### src/rtl/ex_mem_reg_pkg.sv
`default_nettype none
// ============================================================================
//  Module      : ex_mem_reg_pkg
//  Description : Shared pipeline definitions for the EX/MEM boundary:
//                register-index and data widths, the R0 index and the packed
//                control bundle carried from EX into MEM.
//  Revision    : 1.0 - initial release
// ============================================================================
package ex_mem_reg_pkg;

   localparam int c_REG_W  = 4;
   localparam int c_DATA_W = 16;

   // R0 is hard-wired to zero, so it never acts as a forwarding source.
   localparam logic [c_REG_W-1:0] c_R0_IDX = '0;

   // Memory-stage control bundle.
   // ld_byte    : 1 = LLB (low byte), 0 = LHB (high byte)
   // is_byte_ld : instruction is an LLB/LHB
   typedef struct packed {
      logic mem_op;
      logic mem_write;
      logic reg_write;
      logic mem_to_reg;
      logic ld_byte;
      logic is_byte_ld;
   } ex_mem_ctrl_t;

endpackage
`default_nettype wire

### src/rtl/ex_mem_reg_fwd_detect.sv
`default_nettype none
// ============================================================================
//  Module      : fwd_detect
//  Description : Combinational forwarding-select logic for the EX/MEM
//                register.
//                fwd_imm   - EX byte-load targets the same register as the
//                            byte-load currently in MEM (LHB/LLB pair), so the
//                            memory stage must merge with the in-flight value.
//                fwd_store - store data in EX is being written back this
//                            cycle; take it from the writeback port.
//  Ports       : EX-side byte-load/store info, MEM-side registered state,
//                writeback port; outputs fwd_imm, fwd_store.
//  Revision    : 1.0 - initial release
// ============================================================================
module fwd_detect
   import ex_mem_reg_pkg::*;
(
   input  logic               is_byte_ld_ex,
   input  logic [c_REG_W-1:0] rd_ex,
   input  logic               valid_mem,
   input  logic               is_byte_ld_mem,
   input  logic               reg_write_mem,
   input  logic [c_REG_W-1:0] rd_mem,
   input  logic               mem_write_ex,
   input  logic [c_REG_W-1:0] rt_ex,
   input  logic               wb_reg_write,
   input  logic [c_REG_W-1:0] wb_rd,
   output logic               fwd_imm,
   output logic               fwd_store
);

   assign fwd_imm = is_byte_ld_ex && valid_mem && is_byte_ld_mem &&
                    reg_write_mem && (rd_mem == rd_ex) && (rd_ex != c_R0_IDX);

   assign fwd_store = mem_write_ex && wb_reg_write &&
                      (wb_rd == rt_ex) && (rt_ex != c_R0_IDX);

endmodule
`default_nettype wire

### src/rtl/ex_mem_reg.sv
`default_nettype none
// ============================================================================
//  Module      : ex_mem_reg
//  Description : EX/MEM pipeline register with stall, flush/bubble insertion,
//                sticky halt, byte-load immediate forwarding flag and
//                store-data forwarding from writeback.
//  Ports       : clk, rst (async active-low), stall, flush,
//                EX inputs (*_ex), writeback port (wb_*),
//                MEM outputs (alu_out, RegData2, imm_MEM, MemOp, MemWrite,
//                ForwardImm, LdByte, reg_write_mem, mem_to_reg_mem,
//                is_byte_ld_mem, valid_mem, rd_mem), halted.
//  Revision    : 1.0 - initial release
// ============================================================================
module ex_mem_reg
   import ex_mem_reg_pkg::*;
(
   input  logic                clk,
   input  logic                rst,
   input  logic                stall,
   input  logic                flush,
   input  logic                valid_ex,
   input  logic [c_DATA_W-1:0] alu_out_ex,
   input  logic [c_DATA_W-1:0] reg_data2_ex,
   input  logic [c_DATA_W-1:0] imm_ex,
   input  logic [c_REG_W-1:0]  rd_ex,
   input  logic [c_REG_W-1:0]  rt_ex,
   input  logic                mem_op_ex,
   input  logic                mem_write_ex,
   input  logic                reg_write_ex,
   input  logic                mem_to_reg_ex,
   input  logic                ld_byte_ex,
   input  logic                is_byte_ld_ex,
   input  logic                halt_ex,
   input  logic                wb_reg_write,
   input  logic [c_REG_W-1:0]  wb_rd,
   input  logic [c_DATA_W-1:0] wb_data,
   output logic [c_DATA_W-1:0] alu_out,
   output logic [c_DATA_W-1:0] RegData2,
   output logic [c_DATA_W-1:0] imm_MEM,
   output logic                MemOp,
   output logic                MemWrite,
   output logic                ForwardImm,
   output logic                LdByte,
   output logic                reg_write_mem,
   output logic                mem_to_reg_mem,
   output logic                is_byte_ld_mem,
   output logic                valid_mem,
   output logic [c_REG_W-1:0]  rd_mem,
   output logic                halted
);

   logic [c_DATA_W-1:0] r_alu_out;
   logic [c_DATA_W-1:0] r_reg_data2;
   logic [c_DATA_W-1:0] r_imm;
   logic [c_REG_W-1:0]  r_rd;
   ex_mem_ctrl_t        r_ctrl;
   logic                r_fwd_imm;
   logic                r_valid;
   logic                r_halted;

   ex_mem_ctrl_t        w_ctrl_ex;
   logic                w_capture;
   logic                w_fwd_imm;
   logic                w_fwd_store;

   assign w_ctrl_ex = '{mem_op:     mem_op_ex,
                        mem_write:  mem_write_ex,
                        reg_write:  reg_write_ex,
                        mem_to_reg: mem_to_reg_ex,
                        ld_byte:    ld_byte_ex,
                        is_byte_ld: is_byte_ld_ex};

   // A real instruction is taken only if it is not being flushed and the
   // machine has not already halted; anything else becomes a bubble.
   assign w_capture = valid_ex && !flush && !r_halted;

   fwd_detect u_fwd_detect (
      .is_byte_ld_ex  (is_byte_ld_ex),
      .rd_ex          (rd_ex),
      .valid_mem      (r_valid),
      .is_byte_ld_mem (r_ctrl.is_byte_ld),
      .reg_write_mem  (r_ctrl.reg_write),
      .rd_mem         (r_rd),
      .mem_write_ex   (mem_write_ex),
      .rt_ex          (rt_ex),
      .wb_reg_write   (wb_reg_write),
      .wb_rd          (wb_rd),
      .fwd_imm        (w_fwd_imm),
      .fwd_store      (w_fwd_store)
   );

   always_ff @(posedge clk or negedge rst) begin
      if (!rst) begin
         r_alu_out   <= '0;
         r_reg_data2 <= '0;
         r_imm       <= '0;
         r_rd        <= '0;
         r_ctrl      <= '0;
         r_fwd_imm   <= 1'b0;
         r_valid     <= 1'b0;
         r_halted    <= 1'b0;
      end else if (!stall) begin
         if (w_capture) begin
            r_alu_out   <= alu_out_ex;
            r_reg_data2 <= w_fwd_store ? wb_data : reg_data2_ex;
            r_imm       <= imm_ex;
            r_rd        <= rd_ex;
            r_ctrl      <= w_ctrl_ex;
            r_fwd_imm   <= w_fwd_imm;
            r_valid     <= 1'b1;
            if (halt_ex) begin
               r_halted <= 1'b1;
            end
         end else begin
            // Bubble: kill every state-changing control, keep data fields.
            r_ctrl.mem_op     <= 1'b0;
            r_ctrl.mem_write  <= 1'b0;
            r_ctrl.reg_write  <= 1'b0;
            r_ctrl.is_byte_ld <= 1'b0;
            r_fwd_imm         <= 1'b0;
            r_valid           <= 1'b0;
         end
      end
   end

   assign alu_out        = r_alu_out;
   assign RegData2       = r_reg_data2;
   assign imm_MEM        = r_imm;
   assign rd_mem         = r_rd;
   assign MemOp          = r_ctrl.mem_op;
   assign MemWrite       = r_ctrl.mem_write;
   assign reg_write_mem  = r_ctrl.reg_write;
   assign mem_to_reg_mem = r_ctrl.mem_to_reg;
   assign LdByte         = r_ctrl.ld_byte;
   assign is_byte_ld_mem = r_ctrl.is_byte_ld;
   assign ForwardImm     = r_fwd_imm;
   assign valid_mem      = r_valid;
   assign halted         = r_halted;

endmodule
`default_nettype wire

### config.mk
export PLATFORM = sky130hd
export DESIGN_NAME = ex_mem_reg
export DESIGN_NICKNAME = d
export VERILOG_FILES = /design/src/rtl/ex_mem_reg_pkg.sv /design/src/rtl/ex_mem_reg_fwd_detect.sv /design/src/rtl/ex_mem_reg.sv
export SDC_FILE = /design/constraint.sdc
export NUM_CORES = 1
export LEC_CHECK = 0
export CORE_ASPECT_RATIO = 0.7
export CORE_UTILIZATION = 40
export CTS_BUF_LIST = sky130_fd_sc_hd__clkbuf_8
export DETAILED_ROUTE_END_ITERATION = 10
export PLACE_DENSITY = 0.9
export SYNTH_ARGS = -nofsm -noshare
export SYNTH_HDL_FRONTEND = slang
export SYNTH_SLANG_ARGS = --single-unit
### constraint.sdc
create_clock -name clk -period 1.8 [get_ports clk]
set_clock_uncertainty 0.15 [all_clocks]
set_input_delay 0.45 -clock clk [delete_from_list [all_inputs] [get_ports clk]]
set_output_delay 0.45 -clock clk [all_outputs]
set_load 0.01 [all_outputs]
# [Word level (Yosys, flattened, before mapping)]
# Index checks and enable logic that the tools add are counted.
[totals] ff_bits=61 wordCells=37 inputBits=89 out_inout_bits=61
[classes] n_bitwise=1 mux=5 eq_ne=2 reduce_logical=16
[ops] op="2-to-1 mux 16 bit" n=1
[ops] op="logical AND 1 bit" n=10
[ops] op="== test 4 bit" n=2
[ops] op="nonzero test 4 bit" n=2
[ops] op="2-to-1 mux 1 bit" n=3
[ops] op="2-to-1 mux 3 bit" n=1
[ops] op="AND reduction 3 bit" n=1
[ops] op="logical NOT 1 bit" n=2
[ops] op="AND reduction 2 bit" n=1
[ops] op="inverter 1 bit" n=1

# [Logic depth before layout (Yosys ltp)]
# Gate-level depths: netlist of the first run.
[logic_depth] ltp_word=6 mapped_depth=6 ltp_nobuf=4

# [Cells and area by module]
# From an unflattened synthesis of the first run, not the netlist that was laid out.
[unflattened] cells_unflattened=165 area_unflattened_um2=2760.1
[by_module_without_submodules] mod="ex_mem_reg" area_each_um2=2642.5 cells_per_inst=148 instances=1 seq_area_each_um2=1526.5
[by_module_without_submodules] mod="fwd_detect" area_each_um2=117.6 cells_per_inst=17 instances=1 seq_area_each_um2=0.0

# [Worst setup path after synthesis of the first run]
# No wires, ideal clock.
[synth_timing] path_kind="input to register" start="input port stall" end="register r_ctrl (netlist bit LdByte)" t_arrival_ns=1.518 n_path_buf=2 slack_ns=0.007 path_stages=4 required_ns=1.525 setup_ns=0.125 cell_sequence="buf_2 > nor4b_4 > buf_4 > mux2_2"
[synth_via] elab_chain_cells=2
[synth_rtl] item="start: declaration" line="ex_mem_reg.sv:19" source="input logic stall,"
[synth_rtl] item="inverter 1 bit (no line)"
[synth_rtl] item="AND reduction 2 bit (no line)"
[synth_rtl] item="end signal: assignment" line="ex_mem_reg.sv:108" source="r_ctrl <= w_ctrl_ex;"
[synth_rtl] item="end: declaration" line="ex_mem_reg.sv:56" source="ex_mem_ctrl_t r_ctrl;"
# Every way passes these cells.
# A chain may end at the register's enable or synchronous reset.

# [Final worst setup path of the first run]
[layout_timing] start="input port wb_reg_write" end="register r_reg_data2[8] (netlist: RegData2[8])"
[layout_via] elab_chain_cells=4
[layout_rtl] item="start: declaration" line="ex_mem_reg.sv:34" source="input logic wb_reg_write,"
[layout_rtl] item="logical AND 1 bit (2 in series)" line="ex_mem_reg_fwd_detect.sv:35" source="assign fwd_store = mem_write_ex && wb_reg_write &&"
[layout_rtl] item="logical AND 1 bit" line="ex_mem_reg_fwd_detect.sv:36" source="(wb_rd == rt_ex) && (rt_ex != c_R0_IDX);"
[layout_rtl] item="2-to-1 mux 16 bit" line="ex_mem_reg.sv:105" source="r_reg_data2 <= w_fwd_store ? wb_data : reg_data2_ex;"
[layout_rtl] item="end signal: assignment" line="ex_mem_reg.sv:105"
[layout_rtl] item="end: declaration" line="ex_mem_reg.sv:53" source="logic [c_DATA_W-1:0] r_reg_data2;"
# Every way passes these cells.

==> results_dict.tcl, run 1 <==
set metrics [dict create \
    avgViaCountPerCell 5.49 \
    grt_pass1_vias 2810 \
    hold_path_depth 1 \
    slowest_stage "clkdlybuf4s50_1" \
    synth_async_sr_flop_share_pct 100 \
    min_to "alu_out[13]" \
    critPathKind "primary input to flop" \
    synth_ff_type "dfrtp_1" \
    cellPowerDensity_nw_per_um2 1200 \
    gp_congestion 0.869 \
    crit_fanout 4 \
    maxSlewHeadroom_pct 78.4 \
    startpoint_type "primary input" \
    crit_path_end_kind "flop" \
    grt_max_degree 62 \
    port_buffers 149 \
    synth_xor_area_share_pct 1.97 \
    finalCritPeriodShare_pct 102 \
    grt_first_pass_wirelength_microns 14300 \
    synthesis.nets 298 \
    hp-class "flop to flop" \
    ctsRootBufferMaster "clkbuf_8" \
    n_antenna_cell 0 \
    syn_inst 209 \
    setup_viol 3 \
    synth_edf_count 0 \
    vias 2646 \
    overflow 0 \
    dieHeight_microns 70.3 \
    antenna_left 0 \
    slew_violations 0 \
    wire_per_inst_microns 20.0 \
    synth_area_per_cell_sq_um 12.7 \
    yosys-top-cells-area "dfrtp_1 57%, mux2_2 16%, o31ai_1 4.8%" \
    worst_ep_arrival_time_ns 1.88 \
    htreeDepth 3 \
    dp_hpwl_microns 5970 \
    die_area_sq_um 6990 \
    io_pins 150 \
    hold_viol_final 0 \
    final_core_util_pct 80.6 \
    ys_ff_latch 61 \
    required_ns 1.84 \
    clock_sinks 61 \
    place_inst 448 \
    crit_family "buffers and inverters" \
    vdd_drop_max_uv 541 \
    r2r_end "rd_mem[3]" \
    antenna_found_initial 0 \
    worstPathCellList "clkdlybuf4s50_1, nand4_1, buf_6, o31ai_2, a31oi_1" \
    synth_area_leader_cell "dfrtp_1" \
    fp-row-count 24 \
    clk_pin_slew_worst_paths_ns 0.06 \
    areaGrowthSynthToFinish_pct 91.8 \
    final_net_count 476 \
    fin_cells 482 \
    yosysSeqAreaShare_pct 57.3 \
    drc 0 \
    drv_cap 0 \
    clock_path_buffers 2 \
    layout-drive-gt1-share_pct 29.4 \
    r2r_start "halted" \
    grt_use_total_pct 27.3 \
    coreArea_sq_um 6340 \
    yosys_warnings 0 \
    synth_compound_area_share_pct 11.3 \
    yosysUniqueCellTypes 24 \
    synthMuxAreaShare_pct 16.1 \
    synth_top_family_by_area "multiplexers" \
    die_w_microns 99.5 \
    start_util_pct 42.0 \
    drt_iter0_drc 106 \
    cp_num_buf_inv 2 \
    rrSetupSlack_ns 0.05 \
    dr.pass1.iters 4 \
    synth.most_common_cell "dfrtp_1" \
    wirelength_microns 9640 \
    hp-start "alu_out[13]" \
    outcome "finished, violations left" \
    clkLatencyLatePin_ns 0.33 \
    p_leak_nw 2.22 \
    cp_slowest_stage_delay_ns 0.48 \
    synthAdderAreaFrac_pct 0 \
    fmax_mhz 545 \
    fin_crit_ns 1.84 \
    post-route-worst-setup-slack_ns -0.0353 \
    violations "setup timing" \
    worst_slew_pin_slew_ns 0.324 \
    cts_made_buffers 9 \
    cts_tree "built" \
    syn_area_sq_um 2660 \
    ff2ff_path_depth 5 \
    synth-simple-area-share_pct 9.25 \
    synth_common_cells "61 x dfrtp_1, 38 x mux2_2, 19 x nand4_1, 17 x nor2_1, 17 x o31ai_1" \
    yosysTopAreaCellShare_pct 57.3 \
]
power breakdown:
part | internal [W] | leakage (nW) | switching (W)
Combinational | 0.00147 | 1.40 | 0.00108
Clock | 0.000702 | 0.101 | 0.000506
Sequential | 0.00199 | 0.715 | 0.000364
Total | 0.00417 | 2.22 | 0.00195
worst max-delay path by stage:
stage	startpoint	end	slack, ns	cells past startpoint
floorplan	stall	LdByte	0.007	4
global placement	stall	imm_MEM[8]	-0.41	4
detailed placement	stall	RegData2[12]	-0.51	6
CTS	halted	RegData2[5]	-0.05	8
global route	wb_reg_write	RegData2[8]	-0.04	5
finish	wb_reg_write	RegData2[8]	-0.04	5
flip-flops by register name, indices dropped and copies added, names as in the netlist:
name and cells:
halted 1, MemOp 1, reg_write_mem 1, mem_to_reg_mem 1
MemWrite 1, is_byte_ld_mem 1, imm_MEM 16, alu_out 16
ForwardImm 1, LdByte 1, rd_mem 4, RegData2 16
valid_mem 1
metal layers:
| layer | part of all wire [%] | vias up | global-route usage, % |
|---|---|---|---|
| li1 | - | 1140 | - |
| met1 | 37 | 1306 | 30.4 |
| met2 | 52 | 166 | 48.2 |
| met3 | 7.2 | 34 | 7.81 |
| met4 | 3.7 | 0 | 12.9 |
| met5 | 0 | - | 0 |
kinds of logic (layout without fill, tap and decap cells):
logic type             count (synthesis)  count (layout)
AO/OA/AOI/OAI                         42              42
AND/OR/NAND/NOR                       44              44
multiplexers                          38              38
XOR/XNOR                               6               6
flip-flops                            61              61
buffers and inverters                 18             200
cell type report:
type | count | area (sq um)
clock buffers | 11 | 151
well taps | 91 | 114
multi-input cells | 130 | 1320
repair buffers | 185 | 1950
flip-flops and latches | 61 | 1530
fillers | 399 | 1230
clock inverters | 4 | 47.5
layout by cell type, fill, tap and decap left out, types with 8 or more instances in the layout:
cell and count:
mux2_4 11, a31oi_1 11, clkbuf_8 11, dlygate4sd2_1 63, dfrtp_1 61, mux2_2 27, clkdlybuf4s50_1 75, buf_12 9
nor2_1 16, buf_4 15, dlymetal6s2s_1 10, o31ai_4 8, nand4_1 19
metrics by stage:
stage               TNS [ns]  hold WS [ns]  total power [W]  area [sq um]  worst slack (ns)
floorplan                  0       0.00441          0.00332          2660           0.00748
global placement      -23.05         0.317          0.00491          4330            -0.409
detailed placement    -27.27         0.334          0.00504          4330            -0.514
CTS                   -0.379         0.347          0.00611          5020           -0.0462
global route          -0.105         0.366          0.00645          5110           -0.0406
finish               -0.0521         0.351          0.00612          5110           -0.0353
what timing repair did:
action / CTS / global route
pin swaps: 5 / 10
buffers inserted: 12 / 0
hold buffers: 1 / 0
setup endpoints to repair: 119 / 45
endpoints found under the hold margin: 61 / 0
gates cloned: 5 / 3
resized for setup: 116 / 23
(Power assumes the default switching activity.)
==> run 2: changes to the inputs <==
- CORE_UTILIZATION: 40 -> 38
- CTS_BUF_LIST: sky130_fd_sc_hd__clkbuf_8 -> sky130_fd_sc_hd__clkbuf_8 sky130_fd_sc_hd__clkbuf_16
- PLACE_DENSITY: 0.9 -> 0.87
==> run 2 against run 1 <==
Against the previous run: global-route usage fell by 5.4 points; utilization fell by 11 points; fmax rose by 4.3%; the run now ends clean; critical path depth rose by 1; via count fell by 8.5%; die area rose by 5.1%; routed wire length fell by 16%; clock power fell by 3%; flip-flop and latch count did not move; combinational power fell by 12%; worst setup slack improved by 0.075 ns.
==> results_dict.tcl, run 2 (synthesis gave the netlist of run 1 again) <==
set metrics [dict create \
    power.share.switching_pct 32.0 \
    layout_common_cells "78 x clkdlybuf4s50_1, 64 x dlygate4sd2_1, 60 x dfrtp_1" \
    slowest_stage "clkdlybuf4s50_1" \
    p_switching_w 0.00184 \
    clkLatencyLatePin_ns 0.33 \
    drt_iter0_drc 116 \
    dr.pass1.iters 4 \
    crit_path_end_kind "flop" \
    fp-row-count 25 \
    required_ns 1.86 \
    worstPathCellList "clkdlybuf4s50_1, xor2_1, or2_1, buf_4, o31ai_2, a31oi_1" \
    cts_tree "built" \
    ctsRootBufferMaster "clkbuf_8" \
    vdd_drop_max_uv 443 \
    setup_viol 0 \
    overflow 0 \
    slew_violations 0 \
    io_pins 150 \
    crit_fanout 4 \
    fin_crit_ns 1.76 \
    worst_ep_arrival_time_ns 1.82 \
    finalCritPeriodShare_pct 97.8 \
    clock_sinks 61 \
    layout-drive-gt1-share_pct 24.5 \
    worst_slew_pin_slew_ns 0.366 \
    die_area_sq_um 7350 \
    final_net_count 463 \
    grt_first_pass_wirelength_microns 12100 \
    grt_max_degree 62 \
    areaGrowthSynthToFinish_pct 76.0 \
    antenna_found_initial 0 \
    grt_use_total_pct 21.9 \
    maxSlewHeadroom_pct 75.4 \
    outcome "finished, final reports clean" \
    coreArea_sq_um 6760 \
    power_frac_comb_pct 39.2 \
    dieHeight_microns 72.1 \
    cellPowerDensity_nw_per_um2 1220 \
    port_buffers 149 \
    antenna_left 0 \
    vias 2421 \
    critPathKind "primary input to flop" \
    htreeDepth 3 \
    p_clk_share_pct 20.3 \
    pre_cts_ws_ns -0.480 \
    grt_pass1_vias 2409 \
    dp_hpwl_microns 5690 \
    clock_path_buffers 2 \
    p_seq_share_pct 40.5 \
    gp_congestion 0.773 \
    final_core_util_pct 69.4 \
    p_int_w 0.00390 \
    cp_slowest_stage_delay_ns 0.41 \
    die_w_microns 102 \
    start_util_pct 39.4 \
    wirelength_microns 8140 \
    mostFrequentLayoutCell "clkdlybuf4s50_1" \
    startpoint_type "primary input" \
    n_antenna_cell 0 \
    p_total_w 0.00574 \
    hp-class "flop to flop" \
    hold_slack_ns 0.350 \
    avgViaCountPerCell 5.12 \
    post-route-worst-setup-slack_ns 0.0400 \
    clk_pin_slew_worst_paths_ns 0.07 \
    drv_cap 0 \
    cts_made_buffers 9 \
    fmax_mhz 568 \
    hold_viol_final 0 \
    drc 0 \
    wire_per_inst_microns 17.2 \
    p_leak_nw 2.02 \
]
## run 2: power groups by stage
stage | Sequential [W] | Clock, W | Combinational, W
2_1_floorplan | 0.00263 | 0 | 0.000689
3_3_place_gp | 0.00235 | 0 | 0.00256
3_5_place_dp | 0.00238 | 0 | 0.00264
4_1_cts | 0.00233 | 0.00119 | 0.00224
5_1_grt | 0.00241 | 0.00126 | 0.00241
6_report | 0.00232 | 0.00117 | 0.00225
## run 2: critical path: cells and delay by family
family,cells,cell delay [ns]
AOI/OAI and AO/OA,2,0.36
and+or+nand+nor,1,0.26
xor gates and xnor gates,1,0.15
buffers and inverters,2,0.59
## run 2: through the flow
stage          setup TNS (ns)  cell area, sq um  std cells
2_1_floorplan               0              2660        209
3_3_place_gp           -21.68              4320        449
3_5_place_dp           -23.77              4320        449
4_1_cts                     0              4540        470
5_1_grt               -0.0290              4690        473
6_report                    0              4690        473
## run 2: worst paths after layout
path	slack, ns	from	cells after the start	end
min in group asynchronous	0.50	rst	3	alu_out[11]
max in group asynchronous	0.72	rst	3	halted
hold reg to reg	0.35	ForwardImm	2	ForwardImm
setup reg to reg	0.07	halted	6	RegData2[1]
setup / recovery	0.04	wb_rd[2]	6	RegData2[8]
hold / removal	0.35	ForwardImm	2	ForwardImm
## run 2: what timing repair did
action                     CTS  global route
hold buffers                 1             0
gates resized for setup     76            27
cloned                       3             1
setup endpoints to repair  117            42
hold endpoints to repair    61             0
setup buffers                1             2
pin swaps                    2             7
## run 2: routing by layer
metal	wire length [microns]	share of wire (%)	vias up	track usage [%]
met5	0	0	-	0
met4	87	1.1	0	6.67
met3	583	7.2	8	6.55
met2	4220	52	102	39.0
met1	3250	40	1185	25.4
li1	-	-	1126	-
## run 2: layout make-up
cell class,count,area (sq um)
clock buffer,9,124
multi-input combinational,130,1150
clock inverter,7,67.6
tap,94,118
fill,529,2070
sequential,61,1530
timing repair buffer,172,1700
